--- src/rtl/parking_access_ctrl_param.sv ---
// ---------------------------------------------------------------------------
// parking_access_ctrl_param
//
// Entry/exit controller for a single parking lane gate. A car arriving at the
// gate is asked for a PIN. A correct PIN opens the gate until the car passes
// or a timeout expires, and then a one-cycle close command is issued.
// Consecutive wrong PINs are counted and raise a sticky alarm at the limit.
// A car detected on the arrival and pass sensors at the same time
// (tailgating or a blocked gate) latches a block alarm. Only a correct PIN
// clears that alarm. A lot occupancy counter refuses new arrivals while the
// lot is full.
//
// Parameters
//   PW_W          PIN width in bits
//   PASSWORD      correct PIN
//   MAX_ATTEMPTS  consecutive wrong PINs that raise alarm_pin (>=1)
//   CAPACITY      lot capacity in cars (>=1)
//   GATE_TIMEOUT  cycles the gate stays open without a pass (>=1)
//
// Ports
//   clk            clock
//   rst            synchronous, active-high reset
//   sensor_arrive  car present at the entry
//   sensor_pass    car has passed the gate
//   sensor_exit    one-cycle pulse per car leaving the lot
//   try_psswrd     strobe: evaluate psswrd_atmpt this cycle
//   psswrd_atmpt   entered PIN
//   alarm_pin      sticky wrong-PIN alarm
//   alarm_block    tailgating/block alarm
//   open_gate      gate open command (high for the whole open phase)
//   close_gate     one-cycle gate close command
//   full           occupancy == CAPACITY
//   occupancy      cars currently in the lot
//   attempts       consecutive wrong PINs, saturating at MAX_ATTEMPTS
//
// All outputs are registered and are derived from the next-state values, so
// they change on the same edge as the state.
// ---------------------------------------------------------------------------
module parking_access_ctrl_param #(
  parameter int              PW_W         = 8,
  parameter logic [PW_W-1:0] PASSWORD     = PW_W'(87),
  parameter int              MAX_ATTEMPTS = 3,
  parameter int              CAPACITY     = 16,
  parameter int              GATE_TIMEOUT = 1000,
  localparam int             AW           = $clog2(MAX_ATTEMPTS + 1),
  localparam int             OW           = $clog2(CAPACITY + 1),
  localparam int             TW           = $clog2(GATE_TIMEOUT + 1)
) (
  input  logic            clk,
  input  logic            rst,
  input  logic            sensor_arrive,
  input  logic            sensor_pass,
  input  logic            sensor_exit,
  input  logic            try_psswrd,
  input  logic [PW_W-1:0] psswrd_atmpt,
  output logic            alarm_pin,
  output logic            alarm_block,
  output logic            open_gate,
  output logic            close_gate,
  output logic            full,
  output logic [OW-1:0]   occupancy,
  output logic [AW-1:0]   attempts
);

  typedef enum logic [2:0] {
    ST_IDLE  = 3'd0,
    ST_PIN   = 3'd1,
    ST_OPEN  = 3'd2,
    ST_CLOSE = 3'd3,
    ST_BLOCK = 3'd4
  } state_t;

  localparam logic [AW-1:0] ATT_MAX  = AW'(MAX_ATTEMPTS);
  localparam logic [OW-1:0] OCC_MAX  = OW'(CAPACITY);
  localparam logic [TW-1:0] TMR_LAST = TW'(GATE_TIMEOUT - 1);

  // State and registered outputs
  state_t          state_r;
  logic [AW-1:0]   attempts_r;
  logic            alarm_pin_r;
  logic            alarm_block_r;
  logic            open_gate_r;
  logic            close_gate_r;
  logic [OW-1:0]   occupancy_r;
  logic            full_r;
  logic [TW-1:0]   timer_r;

  // Next-state values
  state_t          state_s;
  logic [AW-1:0]   attempts_s;
  logic            alarm_pin_s;
  logic [OW-1:0]   occupancy_s;
  logic [TW-1:0]   timer_s;

  // Decoded conditions
  logic            correct_s;
  logic            block_s;
  logic            car_in_s;
  logic            car_out_s;
  logic [AW-1:0]   att_inc_s;

  assign correct_s = try_psswrd && (psswrd_atmpt == PASSWORD);
  assign block_s   = sensor_arrive && sensor_pass;
  // The counter holds at the limit instead of wrapping.
  assign att_inc_s = (attempts_r == ATT_MAX) ? attempts_r : (attempts_r + AW'(1'b1));
  // An exit with an empty lot is a spurious pulse and is dropped.
  assign car_out_s = sensor_exit && (occupancy_r != {OW{1'b0}});

  // Next-state, attempt counter and PIN alarm decode
  always_comb begin
    state_s     = state_r;
    attempts_s  = attempts_r;
    alarm_pin_s = alarm_pin_r;
    car_in_s    = 1'b0;
    case (state_r)
      ST_IDLE: begin
        if (block_s) begin
          state_s = ST_BLOCK;
        end else if (sensor_arrive && !full_r) begin
          state_s = ST_PIN;
        end else begin
          state_s = ST_IDLE;
        end
      end
      ST_PIN: begin
        if (block_s) begin
          state_s = ST_BLOCK;
        end else if (correct_s) begin
          state_s     = ST_OPEN;
          attempts_s  = {AW{1'b0}};
          alarm_pin_s = 1'b0;
        end else begin
          // A wrong try is counted even if the car leaves on the same cycle.
          if (try_psswrd) begin
            attempts_s  = att_inc_s;
            alarm_pin_s = alarm_pin_r || (att_inc_s == ATT_MAX);
          end else begin
            attempts_s  = attempts_r;
            alarm_pin_s = alarm_pin_r;
          end
          if (!sensor_arrive) begin
            state_s = ST_IDLE;
          end else begin
            state_s = ST_PIN;
          end
        end
      end
      ST_OPEN: begin
        if (block_s) begin
          state_s = ST_BLOCK;
        end else if (sensor_pass) begin
          // sensor_arrive is known low here, so this is a clean pass.
          state_s  = ST_CLOSE;
          car_in_s = 1'b1;
        end else if (timer_r == TMR_LAST) begin
          state_s = ST_CLOSE;
        end else begin
          state_s = ST_OPEN;
        end
      end
      ST_CLOSE: begin
        state_s = ST_IDLE;
      end
      ST_BLOCK: begin
        // Leaving BLOCK does not touch the attempt counter or PIN alarm.
        if (correct_s) begin
          state_s = ST_IDLE;
        end else begin
          state_s = ST_BLOCK;
        end
      end
      default: begin
        state_s = ST_IDLE;
      end
    endcase
  end

  // Occupancy and gate-timer next values
  always_comb begin
    occupancy_s = occupancy_r;
    timer_s     = {TW{1'b0}};
    // A simultaneous entry and exit request cancel each other out.
    if (car_in_s && sensor_exit) begin
      occupancy_s = occupancy_r;
    end else if (car_in_s) begin
      occupancy_s = occupancy_r + OW'(1'b1);
    end else if (car_out_s) begin
      occupancy_s = occupancy_r - OW'(1'b1);
    end else begin
      occupancy_s = occupancy_r;
    end
    // The timer runs only while OPEN persists, so it is 0 on every entry.
    if ((state_r == ST_OPEN) && (state_s == ST_OPEN)) begin
      timer_s = timer_r + TW'(1'b1);
    end else begin
      timer_s = {TW{1'b0}};
    end
  end

  // State, counters and registered outputs
  always_ff @(posedge clk) begin
    if (rst) begin
      state_r       <= ST_IDLE;
      attempts_r    <= {AW{1'b0}};
      alarm_pin_r   <= 1'b0;
      alarm_block_r <= 1'b0;
      open_gate_r   <= 1'b0;
      close_gate_r  <= 1'b0;
      occupancy_r   <= {OW{1'b0}};
      full_r        <= 1'b0;
      timer_r       <= {TW{1'b0}};
    end else begin
      state_r       <= state_s;
      attempts_r    <= attempts_s;
      alarm_pin_r   <= alarm_pin_s;
      alarm_block_r <= (state_s == ST_BLOCK);
      open_gate_r   <= (state_s == ST_OPEN);
      close_gate_r  <= (state_s == ST_CLOSE);
      occupancy_r   <= occupancy_s;
      full_r        <= (occupancy_s == OCC_MAX);
      timer_r       <= timer_s;
    end
  end

  assign alarm_pin   = alarm_pin_r;
  assign alarm_block = alarm_block_r;
  assign open_gate   = open_gate_r;
  assign close_gate  = close_gate_r;
  assign full        = full_r;
  assign occupancy   = occupancy_r;
  assign attempts    = attempts_r;

endmodule

--- config.mk ---
export PLATFORM = sky130hd
export DESIGN_NAME = parking_access_ctrl_param
export DESIGN_NICKNAME = d
export VERILOG_FILES = /design/src/rtl/parking_access_ctrl_param.sv
export SDC_FILE = /design/constraint.sdc
export NUM_CORES = 1
export LEC_CHECK = 0
export CORE_MARGIN = 10
export CORE_UTILIZATION = 45
export DETAILED_ROUTE_END_ITERATION = 16
export PLACE_DENSITY = 0.8
export SYNTH_ARGS = -nofsm -noshare
export SYNTH_HDL_FRONTEND = slang
export SYNTH_SLANG_ARGS = --single-unit
--- constraint.sdc ---
create_clock -name clk -period 1.9 [get_ports clk]
set_clock_uncertainty 0.15 [all_clocks]
set_input_delay 0.57 -clock clk [delete_from_list [all_inputs] [get_ports clk]]
set_output_delay 0.57 -clock clk [all_outputs]
set_load 0.01 [all_outputs]
# Yosys cells after proc, flatten, opt, wreduce, memory -nomap -nowiden
# Index checks and enable logic that the tools add are counted.
[classes]
n_addsub = 4
n_mul = 0
n_div = 0
magnitude_cmp = 0
n_eq_ne = 11
shifts = 0
n_mux = 21
bitwise = 2
reduce_logical = 13
[ops]
columns = ["op", "n"]
rows = [
  ["$mux W5", 3],
  ["$mux W3", 4],
  ["$pmux W3 S4", 1],
  ["$add A10 B1 Y10 const B", 1],
  ["$eq A10 B10 Y1 const B", 1],
  ["$eq A3 B2 Y1 const B", 3],
  ["$mux W1", 9],
  ["$eq A8 B7 Y1 const B", 1],
  ["$mux W2", 4],
  ["$eq A3 B3 Y1 const B", 2],
  ["$logic_and A1 B1 Y1", 6],
  ["$add A5 B1 Y5 const B", 1],
  ["$eq A5 B5 Y1 const B", 1],
  ["$reduce_bool A5 Y1", 1],
  ["$sub A5 B1 Y5 const B", 1],
  ["$eq A2 B2 Y1 const B", 2],
  ["$eq A3 B1 Y1 const B", 1],
  ["$logic_not A3 Y1", 1],
  ["$reduce_and A3 Y1", 1],
  ["$add A2 B1 Y2 const B", 1],
  ["$not A1 Y1", 2],
  ["$reduce_bool A2 Y1", 1],
  ["$reduce_or A2 Y1", 1],
  ["$logic_not A1 Y1", 1],
  ["$logic_or A1 B1 Y1", 1],
]
[totals]
register_bits = 25
latchBits = 0
ramBits = 0
romBits = 0
input_bits = 14
word_cells = 60
n_memories = 0

# Longest topological paths before layout
# Gate-level depths: netlist (run 1).
[depth]
word_depth = 9
ltp_mapped = 7
mapped_depth_nobuf = 7

# Worst setup path after synthesis (run 1)
# OpenSTA, ideal clock, no wires.
[synth_timing]
kind = "flip-flop to flip-flop"
start = "register occupancy_r[0], in the netlist occupancy[0]"
end = "register full_r, in the netlist full"
arrival_time_ns = 1.888
required_time_ns = 1.633
path_slack_ns = -0.255
path_stages_with_launch = 8
n_path_buf = 0
path_cell_list = "dfxtp_1 -> inv_1 -> ha_1 -> or4b_1 -> and3_1 -> a221oi_2 -> a2111oi_1 -> and4bb_1"
[synth_between]
elab_chain_cells = 6
word_cells_on_any_way = 8
classes_between = "add/sub (2); eq/ne (1); mux (3); reduce/logical (2)"
[synth_lines]
columns = ["element", "line", "rtl"]
rows = [
  ["start, declared", "84", "logic [OW-1:0] occupancy_r;"],
  ["start signal, assigned", "209", "occupancy_r <= {OW{1'b0}};"],
  ["start signal, assigned", "219", "occupancy_r <= occupancy_s;"],
  ["parallel branches: the longest is 4 deep, another holds $sub A5 B1 Y5", "--", ""],
  ["$mux W5 *", "183", "if (car_in_s && sensor_exit) begin"],
  ["$eq A5 B5 Y1 *", "220", "full_r <= (occupancy_s == OCC_MAX);"],
  ["end signal, assigned", "220", ""],
  ["end, declared", "85", "logic full_r;"],
]
# Every way passes the cells marked *.
# A chain may end at the register's enable or synchronous reset.

# Worst setup path after layout (run 1)
# Same ends and word-level chain as after synthesis.

==> flow_summary.toml, run 1 <==
[sta]
layout_setup_ws_ns = -0.151
setup-violations-final = 3
slew_violations = 0
period_share = 1.08
grt_setup_unrepaired = "true"
layout_min_cycle_time_ns = 2.05
holdWs_ns = 0.304
tightest_slew_ns = 0.356
relSlewSlack = 0.761
hold_viol_final = 0
max_freq_mhz = 487
fin_setup_tns_ns = -0.196

[logic_synthesis]
synth_ff_type = "dfxtp_1"
ys_seq_elements = 25
syn_area_mm2 = 0.00127
yosysSeqAreaShare = 0.393
muxShareOfSynthArea = 0.0334
synth_edf_count = 0
avgSynthCellArea_um2 = 8.85
synth_top_family_by_area = "simple AND/OR/NAND/NOR gates"
synth.distinct_cells = 46
synth_fa_ha_area_frac = 0.0393
synth_cells = 144
synth_warnings = 0
synthesis.nets = 162
synth_xor_area_frac = 0.0618
synth-compound-area-share = 0.136
synthArstFlopShare = 0
synthSimpleGateAreaFrac = 0.304

[critical_path]
critPathRequiredTime_ns = 1.98
crit_path_end_kind = "flop"
worstPathArrival_ns = 2.14
crit_path_max_incr_delay_ns = 0.49
slowest_stage = "or4b_4"
worstSetupPathType = "flop to flop"
start_kind = "flop"
critPathTopFamily = "simple AND/OR/NAND/NOR gates"
path_cells = "inv_4 > ha_4 > or4b_4 > and3_4 > a221oi_4 > a2111oi_2 > and4bb_1"
crit_fanout = 3
crit_buf_inv = 1

[clock_network]
htree_levels = 1
clock_path_buffers = 2
cts.clk_slew.worst_paths_ns = 0.14
cts_tree = "yes"
numCtsBuffers = 3
cts_root_buffer = "clkbuf_4"
cts.sinks = 25
clock_latency_ns = 0.32
hold_buffers = 0

[floorplanning]
die_w_um = 73.2
die_area_mm2 = 0.00536
start_util = 0.466
rows = 19
core_mm2 = 0.00273
boundaryPins = 26
die_y_um = 73.2

[pwr]
p_leak_nw = 0.848
peakVddDrop_uv = 836
power_density_mw_per_mm2 = 980
total_power_mw = 1.91

[drt]
drt_iter0_markers = 130
route.detailed.drc = 0
drt_wl_total_um = 3720
wl_per_cell_um = 16.0
drt_pre_antenna_iters = 4
vias_per_cell = 5.62
vias = 1309
final_antenna_net_count = 0

[placement]
gp_congestion = 0.903
dp.cells = 222
io_buffer_count = 25
hpwl_um = 2680

[global_routing]
track_usage = 0.141
grt_pass1_vias = 1340
antenna_found_initial = 0
grt_max_degree = 15
grt_pass1_wl_um = 6110
gr-total-overflow = 0

[finish]
antenna_cells = 0
regArea_um2 = 510
fin_cells = 233
final_core_util = 0.715
fill_cells = 194
layout-drive-gt1-share = 0.327
syn2layout_area_growth_pct = 53.3
nets = 221
multi_input_area_um2 = 868

[min_path]
min_path_type = "flop to flop"

[run]
drv_cap = 0

[outcome]
status = "finished with violations"
violations = "setup timing"
[final cells by class]
type                       instances  area share
sequential                        25       0.261
inverter                           7      0.0160
clock buffer                       3      0.0115
tap                               31      0.0198
clock inverter                     1     0.00256
multi-input combinational        110       0.444
timing repair buffer              56       0.245
[flip-flops by register name (all words and copies together) (netlist names)]
| signal | cells |
|---|---|
| attempts | 2 |
| close_gate | 1 |
| state_r | 3 |
| alarm_block | 1 |
| occupancy | 5 |
| open_gate | 1 |
| timer_r | 10 |
| full | 1 |
| alarm_pin | 1 |
[metal layers]
metal / GRT usage / part of all wire / vias up
met5: 0 / 0 / -
met2: 0.263 / 0.55 / 39
met4: 0.0443 / 0.015 / 0
met3: 0.0449 / 0.049 / 8
met1: 0.144 / 0.39 / 629
li1: - / - / 633
[cell usage after synthesis (3+ instances only)]
master / count / area, um^2
a211oi_1: 3 / 22.5
a21oi_1: 6 / 30.0
and2_1: 3 / 18.8
dfxtp_1: 25 / 500
ha_1: 4 / 50.1
inv_1: 7 / 26.3
nand2_1: 4 / 15.0
nand2b_1: 3 / 18.8
nand3_1: 6 / 30.0
nand4_1: 3 / 18.8
nand4b_1: 3 / 26.3
nor2_1: 29 / 109
nor3_1: 4 / 20.0
o21ai_0: 3 / 15.0
xnor2_1: 6 / 52.6
xor2_1: 3 / 26.3
[layout by cell type, fill, tap and decap left out, drive strengths merged, types with 2 or more instances in the layout]
cell / count
a211oi: 3
a21oi: 6
and2: 3
buf: 31
clkbuf: 3
clkdlybuf4s50: 3
dfxtp: 25
dlygate4sd2: 18
dlymetal6s2s: 4
ha: 4
inv: 7
mux2: 2
mux2i: 2
nand2: 5
nand2b: 3
nand3: 6
nand4: 3
nand4b: 3
nor2: 29
nor2b: 2
nor3: 4
o21ai: 4
xnor2: 6
xor2: 3
[power breakdown]
group | internal, mW | switching [mW]
clock network | 0.0789 | 0.160
registers | 0.591 | 0.0455
logic | 0.575 | 0.464
[per-stage QoR]
step	worst slack, ns	cell area [um^2]
4_1_cts	-0.134	1890
6_report	-0.151	1950
3_3_place_gp	-0.555	1760
3_5_place_dp	-0.633	1760
5_1_grt	-0.207	1950
2_1_floorplan	-0.0531	1310
[cell families (layout without fill, tap and decap cells)]
logic type	count (synthesis)	after routing
AND/OR/NAND/NOR	69	69
multiplexers	4	4
AO/OA/AOI/OAI	24	24
XOR/XNOR	9	9
adder cells (fa/ha/maj)	4	4
buffers and inverters	9	67
flip-flops	25	25
[worst paths after layout]
check | endpoint | slack [ns] | depth (start not counted) | start
hold reg to reg | timer_r[0] | 0.30 | 1 | timer_r[0]
setup reg to reg | full | -0.15 | 7 | occupancy[0]
hold / removal | timer_r[0] | 0.30 | 1 | timer_r[0]
setup / recovery | full | -0.15 | 7 | occupancy[0]
[repair_timing]
action,CTS,global route
cloned,1,0
endpoints found under the setup margin,30,17
resized for setup,40,11
pin swaps,12,12
setup buffers,4,2
Note: power is estimated with default switching activity, not from simulation.
==> inputs of run 2 (changes only) <==
Settings changed: CAP_MARGIN from default to 20.
==> results of run 2 <==
Final layout, timing and power as in run 1 (identical DEF).
